[config.mk]
export PLATFORM = sky130hd
export DESIGN_NAME = ysyx_23060203_cu
export DESIGN_NICKNAME = d
export VERILOG_FILES = /design/src/rtl/ysyx_23060203_pkg.sv /design/src/rtl/ysyx_23060203_cu_perfcnt.sv /design/src/rtl/ysyx_23060203_cu.sv
export SDC_FILE = /design/constraint.sdc
export NUM_CORES = 1
export LEC_CHECK = 0
export BUFFER_PORTS_ARGS = -buffer_cell sky130_fd_sc_hd__buf_2
export CORE_UTILIZATION = 25
export CTS_CLUSTER_SIZE = 24
export DETAILED_ROUTE_END_ITERATION = 16
export GPL_TIMING_DRIVEN = 0
export PLACE_DENSITY = 0.48
export SLEW_MARGIN = 20
export SYNTH_ARGS = -nofsm -noshare
export SYNTH_HDL_FRONTEND = slang
export SYNTH_SLANG_ARGS = --single-unit
export TNS_END_PERCENT = 50
[constraint.sdc]
create_clock -name clk -period 2 [get_ports clk]
set_input_delay 0.1 -clock clk [delete_from_list [all_inputs] [get_ports clk]]
set_output_delay 0.1 -clock clk [all_outputs]
set_load 0.005 [all_outputs]
[src/rtl/ysyx_23060203_pkg.sv]
// Shared opcode constants, CU state encoding and opcode classification helpers.
// Used by both the control unit and the instruction decoder.
package ysyx_23060203_pkg;

  localparam logic [4:0] OP_LUI    = 5'b01101;
  localparam logic [4:0] OP_AUIPC  = 5'b00101;
  localparam logic [4:0] OP_JAL    = 5'b11011;
  localparam logic [4:0] OP_JALR   = 5'b11001;
  localparam logic [4:0] OP_BRANCH = 5'b11000;
  localparam logic [4:0] OP_LOAD   = 5'b00000;
  localparam logic [4:0] OP_STORE  = 5'b01000;
  localparam logic [4:0] OP_CALRI  = 5'b00100;
  localparam logic [4:0] OP_CALRR  = 5'b01100;
  localparam logic [4:0] OP_SYSTEM = 5'b11100;

  localparam logic [2:0] FUNCT_HALT = 3'b000;

  typedef enum logic [3:0] {
    ST_IDLE,
    ST_FETCH_REQ,
    ST_FETCH_RSP,
    ST_DECODE,
    ST_EXEC,
    ST_MEM_REQ,
    ST_MEM_RSP,
    ST_WB,
    ST_HALT,
    ST_ERROR
  } cu_state_e;

  function automatic logic is_legal_op(input logic [4:0] op);
    logic legal;
    case (op)
      OP_LUI, OP_AUIPC, OP_JAL, OP_JALR, OP_BRANCH,
      OP_LOAD, OP_STORE, OP_CALRI, OP_CALRR, OP_SYSTEM: legal = 1'b1;
      default:                                          legal = 1'b0;
    endcase
    return legal;
  endfunction

  function automatic logic is_mem_op(input logic [4:0] op);
    return (op == OP_LOAD) || (op == OP_STORE);
  endfunction

endpackage

[src/rtl/ysyx_23060203_cu_perfcnt.sv]
// Free-running cycle and retired-instruction counters for the control unit.
// Only instantiated when YSYX_23060203_PERF_EN is defined.
module ysyx_23060203_PERFCNT (
  input  logic        clk,
  input  logic        rstn,
  input  logic        count_cycle,
  input  logic        count_instret,
  output logic [31:0] perf_cycle,
  output logic [31:0] perf_instret
);

  logic [31:0] cycle_q;
  logic [31:0] instret_q;

  // Both counters wrap naturally at 32 bits.
  always_ff @(posedge clk or negedge rstn) begin
    if (!rstn) begin
      cycle_q   <= 32'd0;
      instret_q <= 32'd0;
    end else begin
      if (count_cycle)   cycle_q   <= cycle_q + 32'd1;
      if (count_instret) instret_q <= instret_q + 32'd1;
    end
  end

  assign perf_cycle   = cycle_q;
  assign perf_instret = instret_q;

endmodule

[src/rtl/ysyx_23060203_cu.sv]
// Multi-cycle control unit: sequences fetch, decode, execute, memory and write-back.
// Define YSYX_23060203_PERF_EN to add the perf_cycle / perf_instret counters.
module ysyx_23060203_cu
  import ysyx_23060203_pkg::*;
(
  input  logic        clk,
  input  logic        rstn,
  input  logic [4:0]  opcode,
  input  logic [2:0]  funct,
  output logic        ifu_req_valid,
  input  logic        ifu_req_ready,
  input  logic        ifu_rsp_valid,
  output logic        lsu_req_valid,
  input  logic        lsu_req_ready,
  input  logic        lsu_rsp_valid,
  output logic        inst_we,
  output logic        rf_we,
  output logic        pc_we,
  output logic        commit,
  output logic        halted,
  output logic        error
`ifdef YSYX_23060203_PERF_EN
  ,
  output logic [31:0] perf_cycle,
  output logic [31:0] perf_instret
`endif
);

  cu_state_e state;
  cu_state_e next_state;
  logic      wb_rf_q;

  // The regfile write decision is captured in EXEC so WB depends only on registers.
  always_ff @(posedge clk or negedge rstn) begin
    if (!rstn) begin
      state   <= ST_IDLE;
      wb_rf_q <= 1'b0;
    end else begin
      state <= next_state;
      if (state == ST_EXEC) wb_rf_q <= !((opcode == OP_BRANCH) || (opcode == OP_STORE));
    end
  end

  always_comb begin
    next_state    = state;
    ifu_req_valid = 1'b0;
    lsu_req_valid = 1'b0;
    inst_we       = 1'b0;
    rf_we         = 1'b0;
    pc_we         = 1'b0;
    commit        = 1'b0;
    halted        = 1'b0;
    error         = 1'b0;
    case (state)
      ST_IDLE:      next_state = ST_FETCH_REQ;
      ST_FETCH_REQ: begin
        ifu_req_valid = 1'b1;
        if (ifu_req_ready) next_state = ST_FETCH_RSP;
      end
      // inst_we qualifies the IR load on the exact cycle the fetch data is present.
      ST_FETCH_RSP: begin
        if (ifu_rsp_valid) begin
          inst_we    = 1'b1;
          next_state = ST_DECODE;
        end
      end
      ST_DECODE:    next_state = ST_EXEC;
      ST_EXEC: begin
        if (is_mem_op(opcode))                                  next_state = ST_MEM_REQ;
        else if ((opcode == OP_SYSTEM) && (funct == FUNCT_HALT)) next_state = ST_HALT;
        else if (!is_legal_op(opcode))                          next_state = ST_ERROR;
        else                                                    next_state = ST_WB;
      end
      ST_MEM_REQ: begin
        lsu_req_valid = 1'b1;
        if (lsu_req_ready) next_state = ST_MEM_RSP;
      end
      ST_MEM_RSP: begin
        if (lsu_rsp_valid) next_state = ST_WB;
      end
      ST_WB: begin
        pc_we      = 1'b1;
        commit     = 1'b1;
        rf_we      = wb_rf_q;
        next_state = ST_FETCH_REQ;
      end
      ST_HALT:  halted = 1'b1;
      ST_ERROR: error  = 1'b1;
      default:  next_state = ST_ERROR;
    endcase
  end

`ifdef YSYX_23060203_PERF_EN
  ysyx_23060203_PERFCNT u_perf (
    .clk           (clk),
    .rstn          (rstn),
    .count_cycle   ((state != ST_IDLE) && (state != ST_HALT) && (state != ST_ERROR)),
    .count_instret (commit),
    .perf_cycle    (perf_cycle),
    .perf_instret  (perf_instret)
  );
`endif

endmodule
==> impl_metrics.yaml, run 1 <==
synth:
  synth_area_sq_um: 505
  yosys-top-cells-count: "dfrtp_1, nor2_1, nor3b_1, nand3_1, nand4_1"
  synth_area_leaders: "dfrtp_1, nor3b_1, buf_6"
  synth_ff_type: "dfrtp_1"
  syn-num-nets: 70
  async_flop_share_pct: 100
  postSynthCellCount: 56
  avgSynthCellArea_sq_um: 9.03
  ys_seq_area_share_pct: 24.8
  ys_types: 35
  ys_seq_elements: 5
  yosys_warnings: 0
  netlist.top_cell.by_area: "dfrtp_1"
  yosysTopAreaCellShare_pct: 24.8
  synth_enable_flop_cells: 0
  yosysMostFrequentCell: "dfrtp_1"
finish:
  layout.nets: 97
  final-instance-count-excl-fill: 107
  n_antenna_cell: 0
  drive_above_1_share_pct: 42.7
  fin_util_pct: 37.6
  areaGrowthSynthToFinish_pct: 34.2
min_path:
  holdPathEnd: "wb_rf_q$_DFFE_PN0P_"
  hold_class: "in -> reg"
  hp-start: "opcode[3]"
  hold_path_depth: 2
power:
  power_frac_seq_pct: 23.6
  sw_frac_of_total_pct: 40.6
  p_clk_share_pct: 14.1
  p_sw_uw: 329
  combPwrFrac_pct: 62.3
  p_per_area_nw_per_um2: 1190
  irDropWorstVdd_v: 0.000391
  intPower_uw: 480
  p_leak_uw: 0.000315
clock_tree:
  htree_levels: 1
  cts.sinks: 5
  cts_setup_buffers: 0
  clk_pin_slew_ns: 0.04
  cts_buffer_depth: 2
  insertion_delay_ns: 0.24
  cts_root_buf: "clkbuf_4"
  tritoncts: "built"
  cts_resized: 0
  cts_buffers: 3
drt:
  final_antenna_net_count: 0
  drt-initial-drc-count: 15
  wire_per_inst_microns: 11.4
  route.vias.total: 544
  postRouteWirelength_mm: 1.23
  firstDrtPassIters: 4
  drc: 0
  viasPerCell: 5.08
setup_path:
  critPathKind: "reg -> out"
  critPathMaxFanout: 10
  critPathCaptureType: "output pin"
  r2r_slack_ns: 0.48
  worstSetupStartpointType: "register"
  critical_path_required_ns: 1.90
  r2r-start: "state[1]$_DFFE_PN0P_"
  r2r_end: "state[0]$_DFFE_PN0P_"
  reg2reg_depth: 4
  cp.arrival_ns: 1.43
global_route:
  grt_max_degree: 11
  antenna_found_initial: 0
  gr-usage-all-layers_pct: 13.0
  grt-ovfl-total: 0
  grt_pass1_vias: 462
  grt_pass1_wl_mm: 1.97
sta:
  fin_tns_setup_ns: 0
  worst_pin_slew_ns: 0.533
  rsz0062_at_grt: "false"
  period_minus_slack_ns: 1.53
  max-slew-margin-rel_pct: 64.1
  fin_worst_skew_ns: 0.00329
  max_freq_mhz: 655
  slew_violations: 0
  hold_viol_final: 0
  finalSetupViolations: 0
  finalHoldWorstSlack_ns: 0.124
  period_share_pct: 76.4
placement:
  numPortBuffers: 21
  dp_cells: 102
  gp_congestion: 0.675
  dpl.hpwl_microns: 946
run:
  cap_violations: 0
floorplanning:
  fp.dieW_microns: 47.0
  start_util_pct: 28.1
  die_y_microns: 47.0
  dieArea_sq_um: 2210
  pin_count: 22
  rows: 15
  core_area_sq_um: 1800
run_status:
  outcome: "finished, final reports clean"
## layer usage
layer | track usage [%] | share of wire, %
met5 | 0 | 0
met4 | 6.86 | 1.5
met3 | 2.31 | 3.3
met2 | 20.8 | 51
met1 | 16.6 | 45
## flip-flops by register name, indices dropped and copies added, names as in the netlist
register and count:
wb_rf_q 1, state 4
## logic make-up after synthesis
| logic type | after synthesis | synth area share, % |
|---|---|---|
| AND/OR/NAND/NOR | 30 | 41.6 |
| buffers and inverters | 7 | 11.1 |
| AO/OA/AOI/OAI | 14 | 22.5 |
| flip-flops | 5 | 24.8 |
## power by group through the flow
stage	registers (uW)	logic, uW	clock network [uW]
CTS	191	506	118
detailed placement	193	501	0
floorplan	182	380	0
global placement	192	507	0
finish	191	504	114
global route	201	562	124
## per-stage QoR
stage	setup WS [ns]	power [uW]	instance area, sq um
6_report	0.473	809	678
5_1_grt	0.345	886	678
4_1_cts	0.460	816	678
3_5_place_dp	0.501	694	642
3_3_place_gp	0.488	699	642
2_1_floorplan	0.627	563	505
## cell type report
class                   instances  area, sq um
fillers                       202         1120
multi-input cells              44          324
flip-flops and latches          5          125
repair buffers                 22          115
plain buffers                   5         48.8
well taps                      25         31.3
clock buffers                   4         26.3
inverters                       2         7.51
## worst max-delay path by stage
stage	from	end
finish	state[2]$_DFFE_PN0P_	rf_we
global route	state[1]$_DFFE_PN0P_	state[0]$_DFFE_PN0P_
CTS	state[2]$_DFFE_PN0P_	rf_we
detailed placement	state[1]$_DFFE_PN0P_	state[0]$_DFFE_PN0P_
global placement	state[1]$_DFFE_PN0P_	state[0]$_DFFE_PN0P_
floorplan	state[0]$_DFFE_PN0P_	state[1]$_DFFE_PN0P_
## repair_timing
action                                 in CTS  in global routing
hold buffers                                1                  0
setup endpoints to repair                   0                  0
endpoints found under the hold margin       5                  0
## cell usage in the layout (no fill, tap or decap), types with 2 or more instances in the layout
master	Yosys	final
nor3b_1	4	4
o311a_1	2	2
inv_1	2	2
and3_1	2	2
buf_6	2	2
nand4_1	3	3
and2b_2	2	2
o21ai_0	2	2
buf_2	1	22
clkbuf_4	0	3
dfrtp_1	5	5
nor2_1	4	4
a31o_2	2	2
nand3_1	3	3
## worst max-delay path, cell delays in order, from the launching register on
cell and delay [ns]:
dfrtp_1 0.36, clkbuf_8 0.16, and2b_2 0.21, and3_1 0.20
and2_1 0.15, buf_2 0.12
Power figures use the tool's default switching activity.
==> run 2: changes to the inputs <==
Settings changed: PLACE_DENSITY 0.48 to 0.49.
Clock period 2 ns to 1.25 ns, I/O delays scaled along.
==> impl_metrics.yaml, run 2 (synthesized netlist as in run 1, its figures left out) <==
global_route:
  grt-ovfl-total: 0
  grt_max_degree: 11
  antenna_found_initial: 0
  grt_busiest_layer: "met2"
  grt_pass1_wl_mm: 2.18
  grt_pass1_vias: 521
  grtUsageMet1_pct: 17.9
  use_met2_pct: 23.1
  gr-usage-met3_pct: 3.46
  gr-usage-all-layers_pct: 13.8
clock_tree:
  clk_pin_slew_ns: 0.05
  cts_buffers: 3
  htree_levels: 1
  insertion_delay_ns: 0.25
  cts.sinks: 5
  cts_buffer_depth: 2
  tritoncts: "built"
  cts_root_buf: "clkbuf_4"
placement:
  dpl.hpwl_microns: 995
  dp_cells: 102
  gp_congestion: 0.675
  numPortBuffers: 21
sta:
  slew_violations: 0
  period_minus_slack_ns: 1.37
  fin_worst_skew_ns: 0.00136
  finalSetupViolations: 12
  worst_pin_slew_ns: 0.305
  setup_ws_ns: -0.119
  rsz0062_at_grt: "true"
  period_share_pct: 109
  hold_viol_final: 0
  max-slew-margin-rel_pct: 79.4
  max_freq_mhz: 731
  fin_tns_setup_ns: -0.852
  finalHoldWorstSlack_ns: 0.0715
run:
  cap_violations: 0
finish:
  largest_register_ffs: 4
  mostFrequentLayoutCell: "buf_2"
  n_antenna_cell: 0
  final-instance-count-excl-fill: 118
  mostFrequentLayoutCells: "buf_2, buf_4, buf_6"
  areaGrowthSynthToFinish_pct: 76.7
  largest_registers: "state (4), wb_rf_q (1)"
  multi_input_area_sq_um: 430
  fill_cells: 174
  drive_above_1_share_pct: 65.6
  regMostFlops: "state"
  layout.nets: 108
  seq_area_sq_um: 126
floorplanning:
  dieArea_sq_um: 2210
  start_util_pct: 28.1
  core_area_sq_um: 1800
  rows: 15
  pin_count: 22
  fp.dieW_microns: 47.0
  die_y_microns: 47.0
run_status:
  violations: "setup timing"
  outcome: "complete, but fails checks"
power:
  p_clk_share_pct: 11.4
  p_leak_uw: 0.000402
  intPower_uw: 1040
  irDropWorstVdd_v: 0.000991
  sw_frac_of_total_pct: 41.5
  power_frac_seq_pct: 18.8
  power_uw: 1780
  combPwrFrac_pct: 69.9
  p_sw_uw: 737
  p_per_area_nw_per_um2: 1990
setup_path:
  slowest_stage: "dfrtp_1"
  critical_path_required_ns: 1.19
  slowest_delay_ns: 0.39
  critPathBufInv: 1
  cp.depth: 4
  reg2reg_depth: 5
  r2r-start: "state[0]$_DFFE_PN0P_"
  critical-path-top-delay-family: "simple AND/OR/NAND/NOR gates"
  critPathKind: "reg -> out"
  crit_path_cell_trace: "and2b_2 -> and3_4 -> and2_4 -> buf_6"
  worstSetupStartpointType: "register"
  r2r_end: "state[1]$_DFFE_PN0P_"
  crit_path_start: "state[3]$_DFFE_PN0P_"
  critPathMaxFanout: 3
  r2r_slack_ns: -0.11
  endpoint: "rf_we"
  critPathCaptureType: "output pin"
  cp.arrival_ns: 1.31
drt:
  firstDrtPassIters: 4
  drc: 0
  postRouteWirelength_mm: 1.52
  route.vias.total: 595
  wire_per_inst_microns: 12.9
  drt-initial-drc-count: 10
  viasPerCell: 5.04
  final_antenna_net_count: 0
min_path:
  hold_class: "in -> reg"
[run 2: changes by cell type in the layout (fill, tap and decap cells not counted), sizes merged]
cell,change
buf,+12
clkbuf,-1
[run 2: worst min-delay path by stage]
stage	start	to	slack, ns	cells past startpoint
after global routing	opcode[3]	wb_rf_q$_DFFE_PN0P_	0.08	2
after detailed placement	rstn	state[2]$_DFFE_PN0P_	-0.11	1
after CTS	opcode[3]	wb_rf_q$_DFFE_PN0P_	0.07	2
after global placement	rstn	state[2]$_DFFE_PN0P_	-0.11	1
final	opcode[3]	wb_rf_q$_DFFE_PN0P_	0.07	2
after floorplan	rstn	state[0]$_DFFE_PN0P_	-0.23	0
[run 2: metal layers]
| metal | up-vias | share of wire, % | wire length (microns) |
|---|---|---|---|
| met5 | - | 0 | 0 |
| met1 | 286 | 47 | 717 |
| met2 | 8 | 50 | 756 |
| li1 | 298 | - | - |
| met3 | 3 | 2.2 | 34 |
| met4 | 0 | 0.66 | 10 |
[run 2: final cells by class]
cell class | instances | area share, %
multi-input cells | 44 | 48.2
flip-flops and latches | 5 | 14.1
well taps | 25 | 3.50
repair buffers | 34 | 26.1
clock buffers | 4 | 2.94
plain buffers | 4 | 4.34
inverters | 2 | 0.840
[run 2: power by group through the flow]
stage | clock network, uW | logic [uW] | registers (uW)
4_1_cts | 200 | 1090 | 318
3_3_place_gp | 0 | 873 | 330
5_1_grt | 209 | 1340 | 348
2_1_floorplan | 0 | 673 | 315
6_report | 202 | 1240 | 333
3_5_place_dp | 0 | 867 | 329
[run 2: through the flow]
stage	instance area (sq um)	util, %	worst slack (ns)
finish	893	49.6	-0.119
global route	893	49.6	-0.170
CTS	817	45.3	-0.151
detailed placement	683	37.9	-0.131
global placement	683	37.9	-0.137
floorplan	547	-	0.00131
[run 2: worst reg2reg max path, delay by kind of cell (launching register included)]
family          cells  cell delay, ns
compound gates      2            0.37
flops               1            0.42
buf+inv             1            0.16
simple gates        2            0.29
[run 2: timing repair]
item,in CTS,in global routing
endpoints found under the setup margin,10,12
pin swaps,5,6
setup buffers,6,5
resized for setup,10,12
endpoints found under the hold margin,5,0
gates cloned,0,1
hold buffers,1,0
